**src/rtl/cam_pkg.sv**
```systemverilog
// Shared constants, FSM state encoding and response payload for the CAM
// lookup-or-insert controller.
package cam_pkg;

  localparam int unsigned DEPTH = 32;
  localparam int unsigned KEY_W = 32;
  localparam int unsigned IDX_W = $clog2(DEPTH);
  localparam int unsigned OCC_W = IDX_W + 1;

  typedef enum logic [2:0] {
    ST_IDLE,
    ST_SEARCH,
    ST_WAIT,
    ST_RESOLVE,
    ST_WRITE,
    ST_RESP
  } state_e;

  typedef struct packed {
    logic             hit;
    logic             new_entry;
    logic             full;
    logic [IDX_W-1:0] index;
  } rsp_t;

  // Number of live entries in an entry-valid bitmap.
  function automatic logic [OCC_W-1:0] popcount(input logic [DEPTH-1:0] v);
    logic [OCC_W-1:0] sum;
    sum = '0;
    for (int i = 0; i < DEPTH; i++) begin
      sum = sum + OCC_W'(v[i]);
    end
    return sum;
  endfunction

endpackage

```
**src/rtl/cam_free_finder.sv**
```systemverilog
// Lowest-numbered free entry in the entry-valid bitmap, plus an any-free flag.
module cam_free_finder
  import cam_pkg::*;
(
  input  logic [DEPTH-1:0] bitmap,
  output logic [IDX_W-1:0] free_idx_c,
  output logic             any_free_c
);

  // Scan downward so the lowest clear bit is the last one to assign.
  always_comb begin
    free_idx_c = '0;
    any_free_c = 1'b0;
    for (int i = DEPTH - 1; i >= 0; i--) begin
      if (!bitmap[i]) begin
        free_idx_c = IDX_W'(i);
        any_free_c = 1'b1;
      end
    end
  end

endmodule

```
**src/rtl/cam_alloc_ctrl.sv**
```systemverilog
// Lookup-or-insert controller in front of a 32x32 CAM; owns the entry-valid
// bitmap since the CAM itself cannot invalidate entries.
module cam_alloc_ctrl
  import cam_pkg::*;
#(
  parameter int unsigned CAM_LAT = 1
) (
  input  logic             clk_i,
  input  logic             rst_i,
  input  logic             req_valid_i,
  output logic             req_ready_o,
  input  logic [KEY_W-1:0] req_key_i,
  input  logic             req_insert_i,
  output logic             rsp_valid_o,
  input  logic             rsp_ready_i,
  output logic             rsp_hit_o,
  output logic             rsp_new_o,
  output logic             rsp_full_o,
  output logic [IDX_W-1:0] rsp_index_o,
  input  logic             inv_valid_i,
  input  logic [IDX_W-1:0] inv_index_i,
  output logic [OCC_W-1:0] occupancy_o,
  output logic             cam_read_enable_o,
  output logic [IDX_W-1:0] cam_read_index_o,
  output logic             cam_write_enable_o,
  output logic [IDX_W-1:0] cam_write_index_o,
  output logic [KEY_W-1:0] cam_write_data_o,
  output logic             cam_search_enable_o,
  output logic [KEY_W-1:0] cam_search_data_o,
  input  logic             cam_search_valid_i,
  input  logic [IDX_W-1:0] cam_search_index_i
);

  localparam int unsigned CNT_W = (CAM_LAT > 1) ? $clog2(CAM_LAT) : 1;

  state_e           state_q, state_d;
  logic [KEY_W-1:0] key_q;
  logic             insert_q;
  logic [CNT_W-1:0] wait_cnt_q;
  logic             hit_v_q;
  logic [IDX_W-1:0] hit_idx_q;
  logic [DEPTH-1:0] bitmap_q, bitmap_d;
  rsp_t             rsp_q, rsp_d;
  logic             set_en;
  logic [IDX_W-1:0] set_idx;

  logic             req_ready_q;
  logic             rsp_valid_q;
  logic             search_en_q;
  logic             write_en_q;
  logic [IDX_W-1:0] write_idx_q;
  logic [OCC_W-1:0] occ_q;

  logic [IDX_W-1:0] free_idx_c;
  logic             any_free_c;

  cam_free_finder u_free_finder (
    .bitmap     (bitmap_q),
    .free_idx_c (free_idx_c),
    .any_free_c (any_free_c)
  );

  // Next-state and response decision.
  always_comb begin
    state_d = state_q;
    rsp_d   = rsp_q;
    set_en  = 1'b0;
    set_idx = hit_idx_q;
    unique case (state_q)
      ST_IDLE: begin
        if (req_valid_i) state_d = ST_SEARCH;
      end
      ST_SEARCH: begin
        state_d = ST_WAIT;
      end
      ST_WAIT: begin
        if (wait_cnt_q == CNT_W'(CAM_LAT - 1)) state_d = ST_RESOLVE;
      end
      ST_RESOLVE: begin
        rsp_d   = '0;
        state_d = ST_RESP;
        if (hit_v_q && bitmap_q[hit_idx_q]) begin
          rsp_d.hit   = 1'b1;
          rsp_d.index = hit_idx_q;
        end else if (hit_v_q && insert_q) begin
          // Stale CAM entry for this key: revive it instead of duplicating.
          set_en          = 1'b1;
          rsp_d.new_entry = 1'b1;
          rsp_d.index     = hit_idx_q;
        end else if (insert_q && any_free_c) begin
          state_d = ST_WRITE;
        end else if (insert_q) begin
          rsp_d.full = 1'b1;
        end
      end
      ST_WRITE: begin
        set_en          = 1'b1;
        set_idx         = write_idx_q;
        rsp_d.new_entry = 1'b1;
        rsp_d.index     = write_idx_q;
        state_d         = ST_RESP;
      end
      ST_RESP: begin
        if (rsp_ready_i) state_d = ST_IDLE;
      end
      default: begin
        state_d = ST_IDLE;
      end
    endcase
  end

  // Allocation beats invalidation when both target the same entry.
  always_comb begin
    bitmap_d = bitmap_q;
    if (inv_valid_i) bitmap_d[inv_index_i] = 1'b0;
    if (set_en)      bitmap_d[set_idx]     = 1'b1;
  end

  always_ff @(posedge clk_i or negedge rst_i) begin
    if (!rst_i) begin
      state_q    <= ST_IDLE;
      key_q      <= '0;
      insert_q   <= 1'b0;
      wait_cnt_q <= '0;
      hit_v_q    <= 1'b0;
      hit_idx_q  <= '0;
      bitmap_q   <= '0;
      rsp_q      <= '0;
    end else begin
      state_q    <= state_d;
      bitmap_q   <= bitmap_d;
      rsp_q      <= rsp_d;
      wait_cnt_q <= (state_q == ST_WAIT) ? wait_cnt_q + CNT_W'(1) : '0;
      if (state_q == ST_IDLE && req_valid_i) begin
        key_q    <= req_key_i;
        insert_q <= req_insert_i;
      end
      if (state_q == ST_WAIT && state_d == ST_RESOLVE) begin
        hit_v_q   <= cam_search_valid_i;
        hit_idx_q <= cam_search_index_i;
      end
    end
  end

  // Registered outputs, decoded from the upcoming state.
  always_ff @(posedge clk_i or negedge rst_i) begin
    if (!rst_i) begin
      req_ready_q <= 1'b1;
      rsp_valid_q <= 1'b0;
      search_en_q <= 1'b0;
      write_en_q  <= 1'b0;
      write_idx_q <= '0;
      occ_q       <= '0;
    end else begin
      req_ready_q <= (state_d == ST_IDLE);
      rsp_valid_q <= (state_d == ST_RESP);
      search_en_q <= (state_d == ST_SEARCH);
      write_en_q  <= (state_d == ST_WRITE);
      occ_q       <= popcount(bitmap_q);
      if (state_q == ST_RESOLVE && state_d == ST_WRITE) write_idx_q <= free_idx_c;
    end
  end

  assign req_ready_o         = req_ready_q;
  assign rsp_valid_o         = rsp_valid_q;
  assign rsp_hit_o           = rsp_q.hit;
  assign rsp_new_o           = rsp_q.new_entry;
  assign rsp_full_o          = rsp_q.full;
  assign rsp_index_o         = rsp_q.index;
  assign occupancy_o         = occ_q;
  assign cam_read_enable_o   = 1'b0;
  assign cam_read_index_o    = '0;
  assign cam_write_enable_o  = write_en_q;
  assign cam_write_index_o   = write_idx_q;
  assign cam_write_data_o    = key_q;
  assign cam_search_enable_o = search_en_q;
  assign cam_search_data_o   = key_q;

endmodule

```
**config.mk**
```make
export PLATFORM = sky130hd
export DESIGN_NAME = cam_alloc_ctrl
export DESIGN_NICKNAME = d
export VERILOG_FILES = /design/src/rtl/cam_pkg.sv /design/src/rtl/cam_free_finder.sv /design/src/rtl/cam_alloc_ctrl.sv
export SDC_FILE = /design/constraint.sdc
export NUM_CORES = 1
export LEC_CHECK = 0
export ABC_AREA = 1
export CORE_ASPECT_RATIO = 0.8
export CORE_MARGIN = 2
export CORE_UTILIZATION = 51
export CTS_CLUSTER_DIAMETER = 120
export DETAILED_ROUTE_END_ITERATION = 8
export GPL_TIMING_DRIVEN = 0
export PLACE_DENSITY = 0.94
export SETUP_SLACK_MARGIN = 0.05
export SLEW_MARGIN = 15
export SYNTH_ARGS = -nofsm -noshare
export SYNTH_HDL_FRONTEND = slang
export SYNTH_HIERARCHICAL = 1
export SYNTH_SLANG_ARGS = --single-unit
```
**constraint.sdc**
```tcl
create_clock -name clk_i -period 5.05 [get_ports clk_i]
set_clock_uncertainty 0.1 [all_clocks]
set_input_delay 1.515 -clock clk_i [delete_from_list [all_inputs] [get_ports clk_i]]
set_output_delay 1.515 -clock clk_i [all_outputs]
set_load 0.05 [all_outputs]
```
==> summary.md <==
| Metric | Value |
|---|---|
| Via count | `5597` |
| Post-DR wirelength/cell | `15.6 um` |
| H-tree Lvls | `3` |
| Number of global-route vias before repair | `5362` |
| First-pass GRT wire length | `26.3 mm` |
| Nets@finish | `973` |
| Hold Vio Cnt, Final | `0` |
| Clk slew on worst S/H paths | `0.07 ns` |
| Warnings, synthesis | `6` |
| Chip Height | `100 um` |
| Initial antenna violation count | `0` |
| Most common cell after layout, fill and taps aside | `nand2_1` |
| Crit-path max FO | `6` |
| Worst EP required | `5.18 ns` |
| DRC | `0` |
| Total grt overflow | `0` |
| Slew HR | `63.5%` |
| Fraction of layout cells with a size suffix above 1 | `13.4%` |
| Register area share after synthesis | `41.5%` |
| Slew @ Worst Pin | `0.546 ns` |
| Endpoints failing setup | `0` |
| Post-CTS Resized | `0` |
| Root Driver | `clkbuf_16` |
| Syn Area/Cell | `7.98 sq um` |
| FF/Latch Area | `2460 sq um` |
| Initial drt markers | `494` |
| Buf/Inv on CP | `3` |
| Commonest non-fill, non-tap cells in the layout | `279 x nand2_1, 134 x clkdlybuf4s50_1, 93 x dfrtp_1, 54 x inv_1` |
| ANT cells | `0` |
| Crit path launch | `bitmap_q[0]$_DFF_PN0_` |
| Critical Path AT | `4.93 ns` |
| Top-Level Pins | `142` |
| Critical path class | `flop to flop` |
| Vias per std cell | `5.35` |
| GR Util All Layers | `26.4%` |
| Pin count of the biggest net entering global routing | `60` |
| Hold Path Class | `flop to flop` |
| Cell Area, Synth | `5910 sq um` |
| Layout area overhead | `31.9%` |
| Synth Register Bits | `98` |
| Outcome | `complete, no violations` |
| Min-delay src | `rsp_index_o[2]$_DFFE_PN0N_` |
| Setup crit start kind | `flop` |
| FILL cells | `852` |
| Drt total wl | `16.4 mm` |
| Syn Inst Count | `741` |
| DP Wirelength | `12.0 mm` |
| Max incr delay on CP | `0.56 ns` |
| Site Rows | `35` |
| Max Freq | `209 MHz` |
| Delay-heaviest family, CP | `adder cells` |
| Area occupied by multi-input gates | `2800 sq um` |
| Final min period | `4.80 ns` |
| Slowest stage cell on the critical path | `fa_1` |
| CTS tree | `built` |
| Slew Limit Fails | `0` |
| CTS max path bufs | `2` |
| Final Cycle Share | `95.0%` |
| Core Region | `11400 sq um` |
| Num CTS Buffers | `9` |
| Worst setup EP type | `flop` |
| Clock latency on the worst-skew pair | `0.35 ns` |
| Max cap viols | `0` |
| Critical Path, Cell by Cell | `fa_1, inv_1, fa_1, fa_1, fa_1, fa_1, fa_1, inv_1, ha_1, a21oi_1, inv_1, a31oi_1, nor2_1, o21a_1` |
| RSZ-0062 raised after global routing | `no` |
| Starting density of the core | `51.7%` |
| Post-CTS Setup Bufs | `0` |
| Post-CTS Hold Buffers | `0` |
| TritonRoute pass-1 iters | `8` |
| R2r startpoint | `bitmap_q[0]$_DFF_PN0_` |
| Most common cell on crit path | `fa_1` |
| ANT nets after route | `0` |
| Distinct cells, synth | `43` |
| Die Wd | `124 um` |
| Die footprint | `12500 sq um` |
| Port buffer count | `135` |
| Sink Count | `98` |
| WHS | `0.389 ns` |
| Placer Congestion | `0.965` |
## registers in the layout, indices dropped and copies added, names as in the netlist, 3 cells and up
register,cells
occupancy_o,6
cam_search_data_o,32
bitmap_q,32
hit_idx_q,5
cam_write_index_o,5
rsp_index_o,5
state_q,3
## cells by family after synthesis
family,synth area share (%)
xor+xnor,0.444
simple gates,31.4
flops,41.5
other cells,0.0634
buf+inv,11.5
compound gates,5.56
fa+ha+maj,9.60
## area by class of cell
type | count | share of cell area, %
Tap cell | 148 | 2.37
Clock buffer | 10 | 3.06
Sequential cell | 98 | 31.5
Clock inverter | 6 | 0.818
Inverter | 66 | 3.29
Buffer | 53 | 5.40
Multi-Input combinational cell | 529 | 35.9
Timing Repair Buffer | 136 | 17.6
## per-layer routing
layer	vias up	global-route usage (%)	wire [um]
li1	2590	-	-
met1	2613	35.7	6660
met2	346	42.1	7710
met3	48	6.82	1610
met4	0	8.90	384
met5	-	0	0
## worst min-delay path: stages (launching register included)
cell     delay [ns]
dfrtp_1        0.34
nand2_1        0.05
nand2_1        0.06
## synth_stat cells
library cell	n	area share, %
inv_6	1	0.15
inv_1	54	3.4
o21ai_0	40	3.4
clkinv_1	2	0.13
conb_1	1	0.063
and3_1	1	0.11
o21ai_1	2	0.17
nor2_1	53	3.4
fa_1	24	8.1
clkinv_2	1	0.085
a21oi_2	1	0.15
a31oi_1	5	0.53
a311oi_1	1	0.15
nand4_2	1	0.21
o31ai_1	1	0.13
o21a_1	1	0.13
xor2_1	2	0.30
inv_4	1	0.11
buf_2	1	0.085
inv_2	7	0.44
nand3_2	2	0.34
nand3_1	53	4.5
dfstp_2	1	0.44
buf_6	4	0.76
nor3_2	1	0.17
nand2_8	1	0.34
xnor2_1	1	0.15
o41ai_1	1	0.15
dfrtp_1	97	41
nand2_4	2	0.38
buf_12	3	1.0
clkbuf_1	7	0.44
nand2_2	27	2.9
nand2_1	279	18
a21oi_1	4	0.34
nand4_1	3	0.32
nor4_4	1	0.36
nand3_4	1	0.30
buf_4	38	4.8
o21ai_2	3	0.44
nor3_1	4	0.34
nor2_2	1	0.11
ha_1	7	1.5
## final timing paths
kind	to	slack [ns]	depth (start not counted)
worst max-delay path	occupancy_o[5]$_DFF_PN0_	0.25	14
worst min-delay path	rsp_index_o[2]$_DFFE_PN0N_	0.39	2
worst max register to register	occupancy_o[5]$_DFF_PN0_	0.25	14
worst min register to register	rsp_index_o[2]$_DFFE_PN0N_	0.39	2
max in group asynchronous	req_ready_o$_DFF_PN1_	3.07	2
min in group asynchronous	bitmap_q[29]$_DFF_PN0_	1.04	1
## stage by stage
step / area, sq um / std cells / setup WS, ns / setup TNS, ns / util (%)
floorplan: 5930 / 746 / 0.441 / 0 / -
global placement: 7470 / 1029 / -1.17 / -112.13 / 65.4
detailed placement: 7490 / 1030 / 0.232 / 0 / 65.6
CTS: 7800 / 1046 / 0.211 / 0 / 68.2
global route: 7800 / 1046 / 0.0542 / 0 / 68.3
finish: 7800 / 1046 / 0.255 / 0 / 68.3
Power is left out: the tool's default activity adds up to more than one toggle a clock period on the data nets, which glitch-free logic cannot reach.
